$ cat src/rtl/pc_source_unit_pkg.sv
// Shared PC-source encodings, opcode values and NOP word used by the fetch-side
// control unit and the PC module.
package pc_source_unit_pkg;

    typedef enum logic [1:0] {
        PC_Src_Dft = 2'b00,
        PC_Src_Ra  = 2'b01,
        PC_Src_Jmp = 2'b10,
        PC_Src_BTA = 2'b11
    } pc_src_e;

    localparam logic [5:0]  OP_BEQ  = 6'h1C;
    localparam logic [5:0]  OP_BNE  = 6'h1D;
    localparam logic [5:0]  OP_JMP  = 6'h1E;
    localparam logic [5:0]  OP_CALL = 6'h1F;
    localparam logic [5:0]  OP_RET  = 6'h20;
    localparam logic [31:0] NOP     = 32'h0000_0000;

    function automatic logic [5:0] opcode_of(input logic [31:0] word);
        return word[31:26];
    endfunction

endpackage

$ cat src/rtl/pc_source_unit_ras.sv
// Circular return-address stack: a push onto a full stack overwrites the oldest
// entry; a pop from an empty stack leaves state untouched and flags underflow.
module return_address_stack
    import pc_source_unit_pkg::*;
#(
    parameter int RAS_DEPTH = 8
) (
    input  logic        clock,
    input  logic        reset,
    input  logic        push,
    input  logic        pop,
    input  logic [31:0] push_dat,
    output logic [31:0] pop_dat,
    output logic        full,
    output logic        empty,
    output logic        overflow,
    output logic        underflow
);

    localparam int SP_W  = $clog2(RAS_DEPTH);
    localparam int CNT_W = $clog2(RAS_DEPTH + 1);

    logic [31:0]      mem_q [RAS_DEPTH];
    logic [SP_W-1:0]  sp_q;
    logic [SP_W-1:0]  sp_dec;
    logic [CNT_W-1:0] count_q;

    // sp points at the next free slot; when full that slot is the oldest entry
    assign sp_dec    = sp_q - SP_W'(1);
    assign full      = (count_q == CNT_W'(RAS_DEPTH));
    assign empty     = (count_q == '0);
    assign pop_dat   = empty ? 32'h0 : mem_q[sp_dec];
    assign overflow  = push && full;
    assign underflow = pop && empty;

    always_ff @(posedge clock) begin
        if (reset) begin
            sp_q    <= '0;
            count_q <= '0;
        end else if (push) begin
            sp_q <= sp_q + SP_W'(1);
            if (!full) begin
                count_q <= count_q + CNT_W'(1);
            end
        end else if (pop && !empty) begin
            sp_q    <= sp_dec;
            count_q <= count_q - CNT_W'(1);
        end
    end

    always_ff @(posedge clock) begin
        if (!reset && push) begin
            mem_q[sp_q] <= push_dat;
        end
    end

endmodule

$ cat src/rtl/pc_source_unit.sv
// Fetch-side control: instruction register, immediate extraction, CALL/RET
// return-address stack and PC-source select for the PC module.
module pc_source_unit
    import pc_source_unit_pkg::*;
#(
    parameter int RAS_DEPTH = 8
) (
    input  logic        clock,
    input  logic        reset,
    input  logic [31:0] pc,
    input  logic [31:0] instruction,
    input  logic        instr_valid,
    input  logic        stall,
    input  logic        branch_taken,
    output logic [31:0] ir,
    output logic        ir_valid,
    output logic [31:0] I_TypeImmediate,
    output logic [31:0] J_TypeImmediate,
    output logic [31:0] ReturnAddress,
    output logic [1:0]  sig_pc_src,
    output logic        ras_overflow,
    output logic        ras_underflow
);

    logic [31:0] ir_q, ir_d;
    logic        ir_valid_q, ir_valid_d;
    logic [31:0] ra_q, ra_d;
    logic        ovf_q, ovf_d;
    logic        udf_q, udf_d;

    logic        capture;
    logic        ras_push, ras_pop;
    logic [31:0] ras_pop_dat;
    logic        ras_full, ras_empty;
    logic        ras_ovf_pls, ras_udf_pls;
    logic        unused_ras_full;
    logic [5:0]  in_op, ir_op;

    assign in_op    = opcode_of(instruction);
    assign ir_op    = opcode_of(ir_q);
    assign capture  = !stall && instr_valid;
    assign ras_push = capture && (in_op == OP_CALL);
    assign ras_pop  = capture && (in_op == OP_RET);

    assign unused_ras_full = ras_full;

    return_address_stack #(
        .RAS_DEPTH (RAS_DEPTH)
    ) u_ras (
        .clock     (clock),
        .reset     (reset),
        .push      (ras_push),
        .pop       (ras_pop),
        .push_dat  (pc + 32'd1),
        .pop_dat   (ras_pop_dat),
        .full      (ras_full),
        .empty     (ras_empty),
        .overflow  (ras_ovf_pls),
        .underflow (ras_udf_pls)
    );

    always_comb begin
        ir_d       = ir_q;
        ir_valid_d = ir_valid_q;
        ra_d       = ra_q;
        ovf_d      = ovf_q | ras_ovf_pls;
        udf_d      = udf_q | ras_udf_pls;
        if (!stall) begin
            ir_d       = instr_valid ? instruction : NOP;
            ir_valid_d = instr_valid;
        end
        if (ras_pop) begin
            ra_d = ras_empty ? 32'h0 : ras_pop_dat;
        end
    end

    always_ff @(posedge clock) begin
        if (reset) begin
            ir_q       <= NOP;
            ir_valid_q <= 1'b0;
            ra_q       <= 32'h0;
            ovf_q      <= 1'b0;
            udf_q      <= 1'b0;
        end else begin
            ir_q       <= ir_d;
            ir_valid_q <= ir_valid_d;
            ra_q       <= ra_d;
            ovf_q      <= ovf_d;
            udf_q      <= udf_d;
        end
    end

    // branch_taken is consumed live: it belongs to the branch currently in IR
    always_comb begin
        sig_pc_src = PC_Src_Dft;
        if (ir_valid_q) begin
            case (ir_op)
                OP_JMP, OP_CALL: sig_pc_src = PC_Src_Jmp;
                OP_RET:          sig_pc_src = PC_Src_Ra;
                OP_BEQ, OP_BNE:  sig_pc_src = branch_taken ? PC_Src_BTA : PC_Src_Dft;
                default:         sig_pc_src = PC_Src_Dft;
            endcase
        end
    end

    assign ir              = ir_q;
    assign ir_valid        = ir_valid_q;
    assign I_TypeImmediate = {{16{ir_q[15]}}, ir_q[15:0]};
    assign J_TypeImmediate = {{6{ir_q[25]}}, ir_q[25:0]};
    assign ReturnAddress   = ra_q;
    assign ras_overflow    = ovf_q;
    assign ras_underflow   = udf_q;

endmodule

$ cat config.mk
export PLATFORM = sky130hd
export DESIGN_NAME = pc_source_unit
export DESIGN_NICKNAME = d
export VERILOG_FILES = /design/src/rtl/pc_source_unit_pkg.sv /design/src/rtl/pc_source_unit_ras.sv /design/src/rtl/pc_source_unit.sv
export SDC_FILE = /design/constraint.sdc
export NUM_CORES = 1
export LEC_CHECK = 0
export ABC_AREA = 0
export BUFFER_PORTS_ARGS = -buffer_cell sky130_fd_sc_hd__buf_2
export CAP_MARGIN = 20
export CORE_ASPECT_RATIO = 1.2
export CORE_UTILIZATION = 35
export CTS_CLUSTER_DIAMETER = 60
export DETAILED_ROUTE_END_ITERATION = 12
export GPL_ROUTABILITY_DRIVEN = 0
export GPL_TIMING_DRIVEN = 1
export SYNTH_ARGS = -nofsm -noshare
export SYNTH_HDL_FRONTEND = slang
export SYNTH_SLANG_ARGS = --single-unit
export TNS_END_PERCENT = 5
$ cat constraint.sdc
create_clock -name clock -period 4.9 [get_ports clock]
set_input_delay 0 -clock clock [delete_from_list [all_inputs] [get_ports clock]]
set_output_delay 0 -clock clock [all_outputs]
set_load 0.1 [all_outputs]
======== Word-level counts from Yosys, hierarchy flattened ========
Memory sizes are Yosys's and may differ from the RTL's.
Index checks and enable logic that the tools add are counted.
W data, S select, Z words.
cells by class
  add/sub/neg operators ................... 5
  equal/unequal tests ..................... 9
  multiplexer cells ....................... 12
  bitwise gates (word level) .............. 2
  reduce and logical (&&, ||, !) cells .... 15
operator list
  cell                     number
  $mux W32                 2
  $add A32 B1 Y32 const B  1
  $eq A6 B5 Y1 const B     5
  $eq A6 B6 Y1 const B     2
  $mux W4                  3
  $logic_and A1 B1 Y1      7
  $mux W3                  2
  $pmux W2 S3              1
  $add A4 B1 Y4 const B    1
  $eq A4 B4 Y1 const B     1
  $logic_not A4 Y1         1
  $mux W2                  2
  $reduce_or A2 Y1         2
  $sub A4 B1 Y4 const B    1
  $add A3 B1 Y3 const B    1
  $logic_not A1 Y1         3
  $sub A3 B1 Y3 const B    1
  $mux W1                  2
  $ne A2 B2 Y1 const B     1
  $or A1 B1 Y1             2
  $reduce_and A2 Y1        1
  $reduce_bool A2 Y1       1
word-level totals
  register bits ........................... 74
  bits in writable memories ............... 256
  bits of input ports ..................... 69
  output and inout bits ................... 133
  word-level logic and storage cells ...... 51
  memories ................................ 1
memories
  memory       words  bits a word  read ports  clocked after memory_dff  wr ports  RTL line                  RTL
  u_ras.mem_q  8      32           1           0                         1         pc_source_unit_ras.sv:23  logic [31:0] mem_q [RAS_DEPTH];

======== Depth between registers and ports, before layout ========
Gate-level depths: netlist of the first run.
  word-level depth ........................ 6
  gate-level depth with buffers ........... 10
  depth with buffers taken out ............ 8

======== Cells and area by module ========
A second synthesis of the first run with hierarchy kept.
unflattened totals
  cells, all modules ...................... 937
  area, all modules ....................... 13823.3 µm²
by module, submodules not included
  module                times used  cells each  area each (µm²)  seq. area each (µm²)
  return_address_stack  1           509         10197.3          7827.5
  pc_source_unit        1           428         3626.0           1341.3

======== Worst setup path before layout of the first run ========
OpenSTA, ideal clock, no wires.
  path type ............................... in2reg
  from .................................... in stall
  to ...................................... mem u_ras.mem_q[4][0], enable pin
  library setup time ...................... 0.501 ns
  arrival time ............................ 4.186 ns
  required time ........................... 4.399 ns
  path slack .............................. 0.213 ns
  cell stages on the path ................. 6
  path buffers ............................ 2
  path through ............................ clkbuf_1 -> nor4bb_1 -> and2_1 -> clkbuf_1 -> inv_1 -> nor4_1
between the ends
  cells in the longest elaborated chain, start to end .. 6
RTL lines
  item                           RTL line                  RTL
  from (decl)                    pc_source_unit.sv:13      input logic stall,
  $logic_not A1 Y1               n/a
  $logic_and A1 B1 Y1            pc_source_unit.sv:41      assign capture = !stall && instr_valid;
  $logic_and A1 B1 Y1            pc_source_unit.sv:42      assign ras_push = capture && (in_op == OP_CALL);
  $logic_and A1 B1 Y1            pc_source_unit_ras.sv:52  if (!reset && push) begin
  $mux W1                        pc_source_unit_ras.sv:52
  $mux W1 (implied by the code)  pc_source_unit_ras.sv:53  mem_q[sp_q] <= push_dat;
  to (decl)                      pc_source_unit_ras.sv:23
No other way between the ends.

======== Worst setup path after layout of the first run ========
  from .................................... reg u_ras.sp_q[0]
  to ...................................... reg ra_q[5], in the netlist ReturnAddress[5]
between the ends
  cells in the longest elaborated chain, start to end .. 3
RTL lines
  item                    RTL line                  RTL
  from (decl)             pc_source_unit_ras.sv:24  logic [SP_W-1:0] sp_q;
  from (signal assigned)  pc_source_unit_ras.sv:41  sp_q <= sp_q + SP_W'(1);
  from (signal assigned)  pc_source_unit_ras.sv:46  sp_q <= sp_dec;
  $sub A3 B1 Y3           pc_source_unit_ras.sv:29  assign sp_dec = sp_q - SP_W'(1);
  $mem_v2 Z8 W32          n/a
  $mux W32                pc_source_unit.sv:73      ra_d = ras_empty ? 32'h0 : ras_pop_dat;
  to (signal assigned)    pc_source_unit.sv:87      ra_q <= ra_d;
  to (decl)               pc_source_unit.sv:27      logic [31:0] ra_q, ra_d;
No other way between the ends.
A chain may end at the register's enable or synchronous reset.

==> implementation parameters, run 1 <==
Parameter                              Value

Worst setup path
  FF-to-FF End    ReturnAddress[5]
  Library cell contributing the largest single delay on the critical path    sky130_fd_sc_hd__ha_4
  Top fanout value on the critical path    66
  Register-to-Register Setup Slack    2.27 ns
  Critical path's largest stage delay    roughly 0.94 ns
  Depth of the worst register-to-register path    5
  Startpoint type of the worst setup path    register
  Worst reg2reg startpoint    u_ras.sp_q[0]
  Critical Path AT    roughly 3.0 ns
  Req. time, crit path    5.27 ns
  Kind of end point of the critical path    register
  Classification of the worst setup path    reg2reg
  Critical Path, Cell by Cell    inv_1 > ha_4 > mux4_2 > mux2i_1 > o2bb2ai_1

Timing
  Clock skew    between 0.02 and 0.025 ns
  Final worst path period need    about 2.6 ns
  Slew @ Worst Pin    just under 1 ns
  Worst max-slew margin expressed relative to the limit    35.48%
  Total Neg Setup Slack    0 ns
  FMAX    380.9 MHz
  Setup repair after global routing missed its margin    no
  Hold violation total from the final report    0
  Worst Hold Slack    a little over 0.02 ns
  Total count of max-transition violations in the final report    0
  Crit path setup slack, layout    2.275 ns
  Share of the cycle needed by the critical path after routing    53.57%
  Final setup viols    0

Min path
  Hold Crit Start    pc[18]
  Type of the tightest min-delay check    in2reg
  Hold-critical path endpoint    u_ras.mem_q[5][18]
  Worst Hold Path Cells    2

Floorplanning
  Starting Density    35.50%
  Die extent in y    216.4 µm
  # rows    between 70 and 80
  Die Outline Area    around 40000 µm²
  Width of the die    180.7 µm
  Placeable Area    between 30000 and 40000 µm²
  Number of primary I/O pins    between 200 and 250

Place
  Placed cell area    ~15000 µm²
  # port buffers    between 200 and 250
  HPWL after detailed placement    around 17000 µm
  Dpl ws    between 2 and 2.5 ns

Detailed routing
  Pre-antenna DRT Iters    5
  Total Wirelength    29980 µm
  Routed Antenna Nets    0
  Average wire per cell in the routed design    20.00 µm
  Residual DRC    0
  Vias post-DR    between 7000 and 8000
  Routed via count divided by cell count    roughly 5.1
  Number of design-rule violations left by the first detailed-router iteration    394

Yosys
  Total nets after synthesis    870
  Proportion of synthesized flip-flops having asynchronous set or reset    0%
  Gate count of the mapped netlist    around 800
  Post-synthesis sequential element count    330
  EDFF count, synth    between 200 and 300
  Sequential area share after synthesis    68.39%
  Warning count from the yosys run    0
  Summed instance area of the synthesized netlist    ~13000 µm²
  Predominant post-synthesis flop cell    sky130_fd_sc_hd__edfxtp_1
  Count of different cell masters after synthesis    48
  Syn_area_per_cell    16.86 µm²

Clocking
  Post-CTS setup buffer count    0
  Post-cts gate resize count    0
  CTS H-tree lvls    2
  TritonCTS clock tree    built
  Clock tree root driver cell    sky130_fd_sc_hd__clkbuf_16
  Hold_buf cts    52
  Clock transition at the registers of the reported paths    approximately 0.06 ns
  Number of buffers created by CTS    35
  Clock latency reported for the late side of the worst-skew pair    around 0.52 ns
  Sink Count    between 300 and 400
  Maximum buffer depth of the clock tree    3

Global route
  Global-route wire length before repair    roughly 45000 µm
  Via count of the first global-routing pass    7650
  Initial antenna violation count    0
  Maximum number of pins on one net before global-route repair    67
  Global-route usage over all layers    15.39%
  Remaining global-route overflow    0

Power and ir drop
  Pwr/cell area    367.7 nW/µm²
  Leak    5.920 nW
  Total Power    5.941 mW
  Worst IR drop on VDD    about 0.24 mV

Run status
  Status    finished clean

Cells and area
  Net count of the finished layout    around 1100
  Count of inserted antenna diode cells    0
  Final standard cell area without fillers    16160 µm²
  Synth-to-Final Area Change    20.52%
  Fraction of layout cells with a size suffix above 1    a little over a third

Flow run
  Number of maximum-capacitance constraint violations    0
==> registers in the layout, summed over array words and instances, names as in the netlist <==
signal	flops
u_ras.count_q	4
ReturnAddress	32
u_ras.sp_q	3
ir_valid	1
ras_overflow	1
ras_underflow	1
u_ras.mem_q	256
ir	32
==> metal layers <==
| metal | share of wire, % | global-route usage [%] |
|---|---|---|
| met2 | 51 | 27.80 |
| met4 | 3.3 | 6.154 |
| met1 | 41 | 18.02 |
| met3 | 4.9 | 2.773 |
| met5 | 0 | 0 |
==> through the flow <==
step           utilization, %  cells
2_1_floorplan               -    795
3_3_place_gp            38.46   1383
3_5_place_dp            38.54   1384
4_1_cts                 42.78   1499
5_1_grt                 42.78   1499
6_report                42.78   1499
==> cells in the final DEF, fill, tap and decap left out, drive strengths merged, types with 16 or more instances in the layout <==
cell type,instances
nand2,17
dlygate4sd3,52
nor2,45
xor2,21
nand3,16
a22oi,33
dfxtp,74
edfxtp,256
mux2i,34
mux4,64
clkbuf,51
buf,214
nor3,17
o2bb2ai,32
==> kinds of logic after synthesis <==
kind of cell,synth area share (%)
buf+inv,5.105
compound gates,4.666
fa+ha+maj,0.6160
flops,68.39
mux,13.46
xor+xnor,2.091
simple gates,5.674
==> worst max-delay path: cells and delay by family, from the launching register on <==
kind | cells | cell delay, ns
adder cells (fa/ha/maj) | 1 | 0.94
flip-flops | 1 | 0.67
multiplexers | 2 | 0.57
buffers and inverters | 1 | 0.19
AO/OA/AOI/OAI | 1 | 0.08
==> cells in the mapped netlist (2+ instances only) <==
master                      number  share of area, %
sky130_fd_sc_hd__edfxtp_1      256                57
sky130_fd_sc_hd__nand2_1        17              0.48
sky130_fd_sc_hd__nor2_1         45               1.3
sky130_fd_sc_hd__nor2b_1         3              0.14
sky130_fd_sc_hd__mux2_1          2              0.17
sky130_fd_sc_hd__nand3_1        15              0.56
sky130_fd_sc_hd__o2bb2ai_1      32               2.1
sky130_fd_sc_hd__buf_2          10              0.37
sky130_fd_sc_hd__mux4_2         64                11
sky130_fd_sc_hd__and4_1          4              0.26
sky130_fd_sc_hd__a21oi_1         8              0.30
sky130_fd_sc_hd__clkbuf_1       26              0.73
sky130_fd_sc_hd__a22oi_1        33               1.8
sky130_fd_sc_hd__a21o_1          2              0.11
sky130_fd_sc_hd__ha_1            5              0.47
sky130_fd_sc_hd__nor3_1         17              0.63
sky130_fd_sc_hd__mux2i_1        34               2.5
sky130_fd_sc_hd__nand4_1         2             0.093
sky130_fd_sc_hd__dfxtp_1        74                11
sky130_fd_sc_hd__nor4_1          5              0.23
sky130_fd_sc_hd__buf_1           4              0.11
sky130_fd_sc_hd__xnor2_1        11              0.72
sky130_fd_sc_hd__xor2_1         21               1.4
sky130_fd_sc_hd__buf_4          64               3.6
sky130_fd_sc_hd__inv_1           8              0.22
sky130_fd_sc_hd__nor4_2          8              0.75
sky130_fd_sc_hd__and3_2          2              0.11
sky130_fd_sc_hd__or4_4           3              0.25
==> power by group <==
group,internal [mW],leakage (nW),switching [mW]
combinational,0.0966,2.50,0.336
clock,1.41,0.524,1.06
sequential,3.02,2.90,0.0128
==> area by class of cell <==
cell class,instances,area [µm²]
Clock buffer,51,975.9
Clock inverter,12,106.4
Fill cell,3329,21610
Inverter,8,30.03
Multi-Input combinational cell,352,3628
Sequential cell,330,9173
Tap cell,480,600.6
Timing Repair Buffer,266,1644
==> how the worst max path moves through the flow <==
stage | startpoint | to | slack (ns) | depth (start not counted)
3_3_place_gp | stall | u_ras.count_q[3] | 2.08 | 9
4_1_cts | u_ras.sp_q[0] | ReturnAddress[5] | 2.17 | 5
6_report | u_ras.sp_q[0] | ReturnAddress[5] | 2.27 | 5
2_1_floorplan | stall | u_ras.mem_q[4][0] | 0.21 | 6
5_1_grt | u_ras.sp_q[0] | ReturnAddress[5] | 2.02 | 5
3_5_place_dp | stall | u_ras.count_q[3] | 2.04 | 9
No activity file was read; power rests on OpenSTA's default activity.
==> run 2, diff against run 1 <==
--- a/config.mk
+++ b/config.mk
@@ -5,7 +5,7 @@
 export SDC_FILE = /design/constraint.sdc
 export NUM_CORES = 1
 export LEC_CHECK = 0
-export ABC_AREA = 0
+export ABC_AREA = 1
 export BUFFER_PORTS_ARGS = -buffer_cell sky130_fd_sc_hd__buf_2
 export CAP_MARGIN = 20
 export CORE_ASPECT_RATIO = 1.2
==> constraint.sdc (replaced) <==
create_clock -name clock -period 2.3 [get_ports clock]
set_input_delay 0 -clock clock [delete_from_list [all_inputs] [get_ports clock]]
set_output_delay 0 -clock clock [all_outputs]
set_load 0.1 [all_outputs]
==> run 2 against run 1 <==
Compared with the run above: core utilization grew 0.34 points; non-clock buffer count grew 35; final cell count grew 42%; critical path type unchanged; highest routed layer unchanged; first-iteration DRC count grew 96%; largest power group unchanged; wire length grew 22%; worst setup slack lost 2.0 ns; largest cell class unchanged; sequential share of layout area shrank 3.4 points; count of clock-buffer cells in the layout shrank 3.
==> implementation parameters, run 2 <==
Parameter                              Value

Clocking
  Clock latency reported for the late side of the worst-skew pair    0.54 ns (+0.02 ns)
  Sink Count    330 (unchanged)
  Clock tree root driver cell    sky130_fd_sc_hd__clkbuf_16
  Clock transition at the registers of the reported paths    0.06 ns (about the same)
  Post-CTS setup buffer count    0 (unchanged)
  TritonCTS clock tree    built
  Number of buffers created by CTS    35 (unchanged)
  CTS H-tree lvls    2 (unchanged)
  Post-cts gate resize count    0 (unchanged)
  Maximum buffer depth of the clock tree    3 (unchanged)

Detailed routing
  Total Wirelength    36710 µm (+22%)
  Number of design-rule violations left by the first detailed-router iteration    771 (+96%)
  Routed Antenna Nets    0 (unchanged)
  Residual DRC    0 (unchanged)
  Routed via count divided by cell count    4.863 (-3.8%)
  Pre-antenna DRT Iters    5 (unchanged)
  Vias post-DR    10330 (+36%)
  Average wire per cell in the routed design    17.28 µm (-14%)

Global route
  Grt met1 use    22.35% (+4.3 points)
  Met3 layer usage reported by global route    2.803% (+0.030 points)
  Via count of the first global-routing pass    9680 (+27%)
  Most congested layer reported by global routing    met2
  Initial antenna violation count    0 (unchanged)
  Global-route usage over all layers    17.45% (+2.1 points)
  Met2 routing resource usage after global routing    30.38% (+2.6 points)
  Maximum number of pins on one net before global-route repair    130 (+94%)
  Global-route wire length before repair    54870 µm (+21%)
  Remaining global-route overflow    0 (unchanged)

Worst setup path
  Critical path's largest stage delay    0.63 ns (-0.31 ns)
  Worst Path Buf+Inv    2 (+1)
  Startpoint type of the worst setup path    register
  Req. time, crit path    2.75 ns (-2.52 ns)
  Classification of the worst setup path    reg2reg
  Library cell contributing the largest single delay on the critical path    sky130_fd_sc_hd__buf_4
  Critical Path AT    2.49 ns (-0.50 ns)
  Family with the most delay on the worst path    buffers and inverters
  Top fanout value on the critical path    66 (unchanged)
  Critical Path, Cell by Cell    buf_4 > buf_4 > nor2_1 > nor2_1 > o21ai_0 > nand3_1 > nand3_1 > a21oi_1
  Kind of end point of the critical path    register

Place
  HPWL after detailed placement    21430 µm (+26%)
  # port buffers    201 (unchanged)
  Dpl ws    0.2891 ns (-1.751 ns)

Timing
  Setup repair after global routing missed its margin    no
  FMAX    491.8 MHz (+29%)
  Total count of max-transition violations in the final report    0 (unchanged)
  Final worst path period need    2.033 ns (-0.5919 ns)
  Share of the cycle needed by the critical path after routing    88.40% (+35 points)
  Worst max-slew margin expressed relative to the limit    41.25% (+5.8 points)
  Final setup viols    0 (unchanged)
  Slew @ Worst Pin    0.8803 ns (-0.08744 ns)
  Crit path setup slack, layout    0.2667 ns (-2.008 ns)
  Clock skew    0.02232 ns (+0.0002920 ns)
  Hold violation total from the final report    0 (unchanged)

Cells and area
  Flip-flop count of the largest register, all copies and words added    256 (unchanged)
  Biggest register    u_ras.mem_q
  Count of inserted antenna diode cells    0 (unchanged)
  Layout filler cell count    3789 (+14%)
  Fraction of layout cells with a size suffix above 1    20.87% (-14 points)
  Most frequent cells in the layout    sky130_fd_sc_hd__nor2_1, sky130_fd_sc_hd__edfxtp_1, sky130_fd_sc_hd__buf_2
  Net count of the finished layout    1639 (+53%)
  Leading cell type in the layout, fill and taps excluded    sky130_fd_sc_hd__nor2_1
  Synth-to-Final Area Change    20.98%

Yosys
  Fraction of synthesized cell area taken by the top area cell type    54.14% (-3.2 points)
  Gate count of the mapped netlist    1360 (+71%)
  Cell with the most instances after synthesis    sky130_fd_sc_hd__nor2_1
  Summed instance area of the synthesized netlist    14200 µm² (+5.9%)
  Proportion of synthesized flip-flops having asynchronous set or reset    0% (unchanged)
  Post-synthesis sequential element count    330 (unchanged)
  Cell type contributing the most total cell area after synthesis    sky130_fd_sc_hd__edfxtp_1
  Syn_area_per_cell    10.44 µm² (-38%)
  Count of different cell masters after synthesis    35 (-27%)
  EDFF count, synth    256 (unchanged)
  Warning count from the yosys run    0 (unchanged)
  Most instantiated cells after synthesis    sky130_fd_sc_hd__nor2_1, sky130_fd_sc_hd__edfxtp_1, sky130_fd_sc_hd__nand2_1
  Top post-synthesis cells by area    sky130_fd_sc_hd__edfxtp_1, sky130_fd_sc_hd__dfxtp_1, sky130_fd_sc_hd__nor2_1
  Predominant post-synthesis flop cell    sky130_fd_sc_hd__edfxtp_1
  Total nets after synthesis    1435 (+65%)
  Sequential area share after synthesis    64.57% (-3.8 points)

Run status
  Status    finished clean

Power and ir drop
  Leak    6.465 nW (+9.2%)
  Total Power    12.71 mW (+110%)
  Pwr/cell area    740.0 nW/µm² (+100%)
  Worst IR drop on VDD    0.4318 mV (+81%)

Flow run
  Number of maximum-capacitance constraint violations    0 (unchanged)

Floorplanning
  Die Outline Area    41380 µm² (+5.9%)
  Starting Density    35.64% (+0.15 points)
  Placeable Area    39840 µm² (+5.5%)
  Number of primary I/O pins    202 (unchanged)
  # rows    80 (+2.6%)
  Die extent in y    222.6 µm (+2.9%)
  Width of the die    185.9 µm (+2.9%)

Min path
  Type of the tightest min-delay check    in2reg
-- run 2: cell count changes after synthesis, moves of 33 or more --
cell,change
sky130_fd_sc_hd__nor2_1,+250
sky130_fd_sc_hd__o21ai_0,+129
sky130_fd_sc_hd__mux2i_1,-34
sky130_fd_sc_hd__nand3_1,+97
sky130_fd_sc_hd__nand2_1,+158
sky130_fd_sc_hd__a22oi_1,-33
sky130_fd_sc_hd__a21oi_1,+60
sky130_fd_sc_hd__mux4_2,-64
-- run 2: area by class of cell --
class	instances	area (µm²)	share of cell area (%)
flip-flops and latches	330	9173	53.39
multi-input cells	866	4141	24.11
repair buffers	301	2019	11.76
clock buffers	48	934.6	5.441
well taps	533	666.9	3.882
clock inverters	16	126.4	0.7356
inverters	30	117.6	0.6846
-- run 2: worst min-delay path, cell delays in order --
cell	delay, ns
sky130_fd_sc_hd__buf_2	0.12
sky130_fd_sc_hd__xnor2_1	0.15
sky130_fd_sc_hd__buf_4	0.17
-- run 2: timing repair --
item | in CTS | in global routing
hold buffers | 55 | 0
hold endpoints to repair | 181 | 0
endpoints found under the setup margin | 0 | 0
-- run 2: power breakdown --
| part | internal (mW) | switching (mW) |
|---|---|---|
| combinational | 0.221 | 0.764 |
| sequential | 6.44 | 0.0276 |
| clock | 2.90 | 2.35 |
-- run 2: path summary, 6_finish.rpt --
| check | startpoint | to | slack, ns | depth (start not counted) |
|---|---|---|---|---|
| worst max-delay path | u_ras.sp_q[0] | ReturnAddress[17] | 0.27 | 8 |
| worst min-delay path | pc[7] | u_ras.mem_q[2][7] | 0.01 | 3 |
| worst max register to register | u_ras.sp_q[0] | ReturnAddress[17] | 0.27 | 8 |
| worst min register to register | ReturnAddress[30] | ReturnAddress[30] | 0.46 | 2 |
-- run 2: cells by family (layout without fill, tap and decap cells) --
kind of cell / after synthesis / after routing / share of synthesized area [%]
AND/OR/NAND/NOR: 629 / 629 / 18.74
flip-flops: 330 / 330 / 64.57
AO/OA/AOI/OAI: 201 / 201 / 7.137
buffers and inverters: 164 / 395 / 6.987
XOR/XNOR: 30 / 30 / 1.983
adder cells (fa/ha/maj): 6 / 6 / 0.5816
-- run 2: per-layer routing --
metal	wire length, µm	up-vias
met5	0	-
met2	17930	378
li1	-	5005
met4	634	0
met3	2197	45
met1	15950	4902
-- run 2: per-stage QoR --
stage / cell area [µm²] / util (%) / TNS, ns / instances / hold slack (ns)
2_1_floorplan: 14250 / - / -72.00 / 1360 / 0.1438
3_3_place_gp: 15570 / 39.08 / 0 / 2005 / 0.2544
3_5_place_dp: 15570 / 39.08 / 0 / 2005 / 0.2583
4_1_cts: 17180 / 43.12 / 0 / 2124 / 0.003512
5_1_grt: 17180 / 43.12 / 0 / 2124 / 0.008889
6_report: 17180 / 43.12 / 0 / 2124 / 0.01407
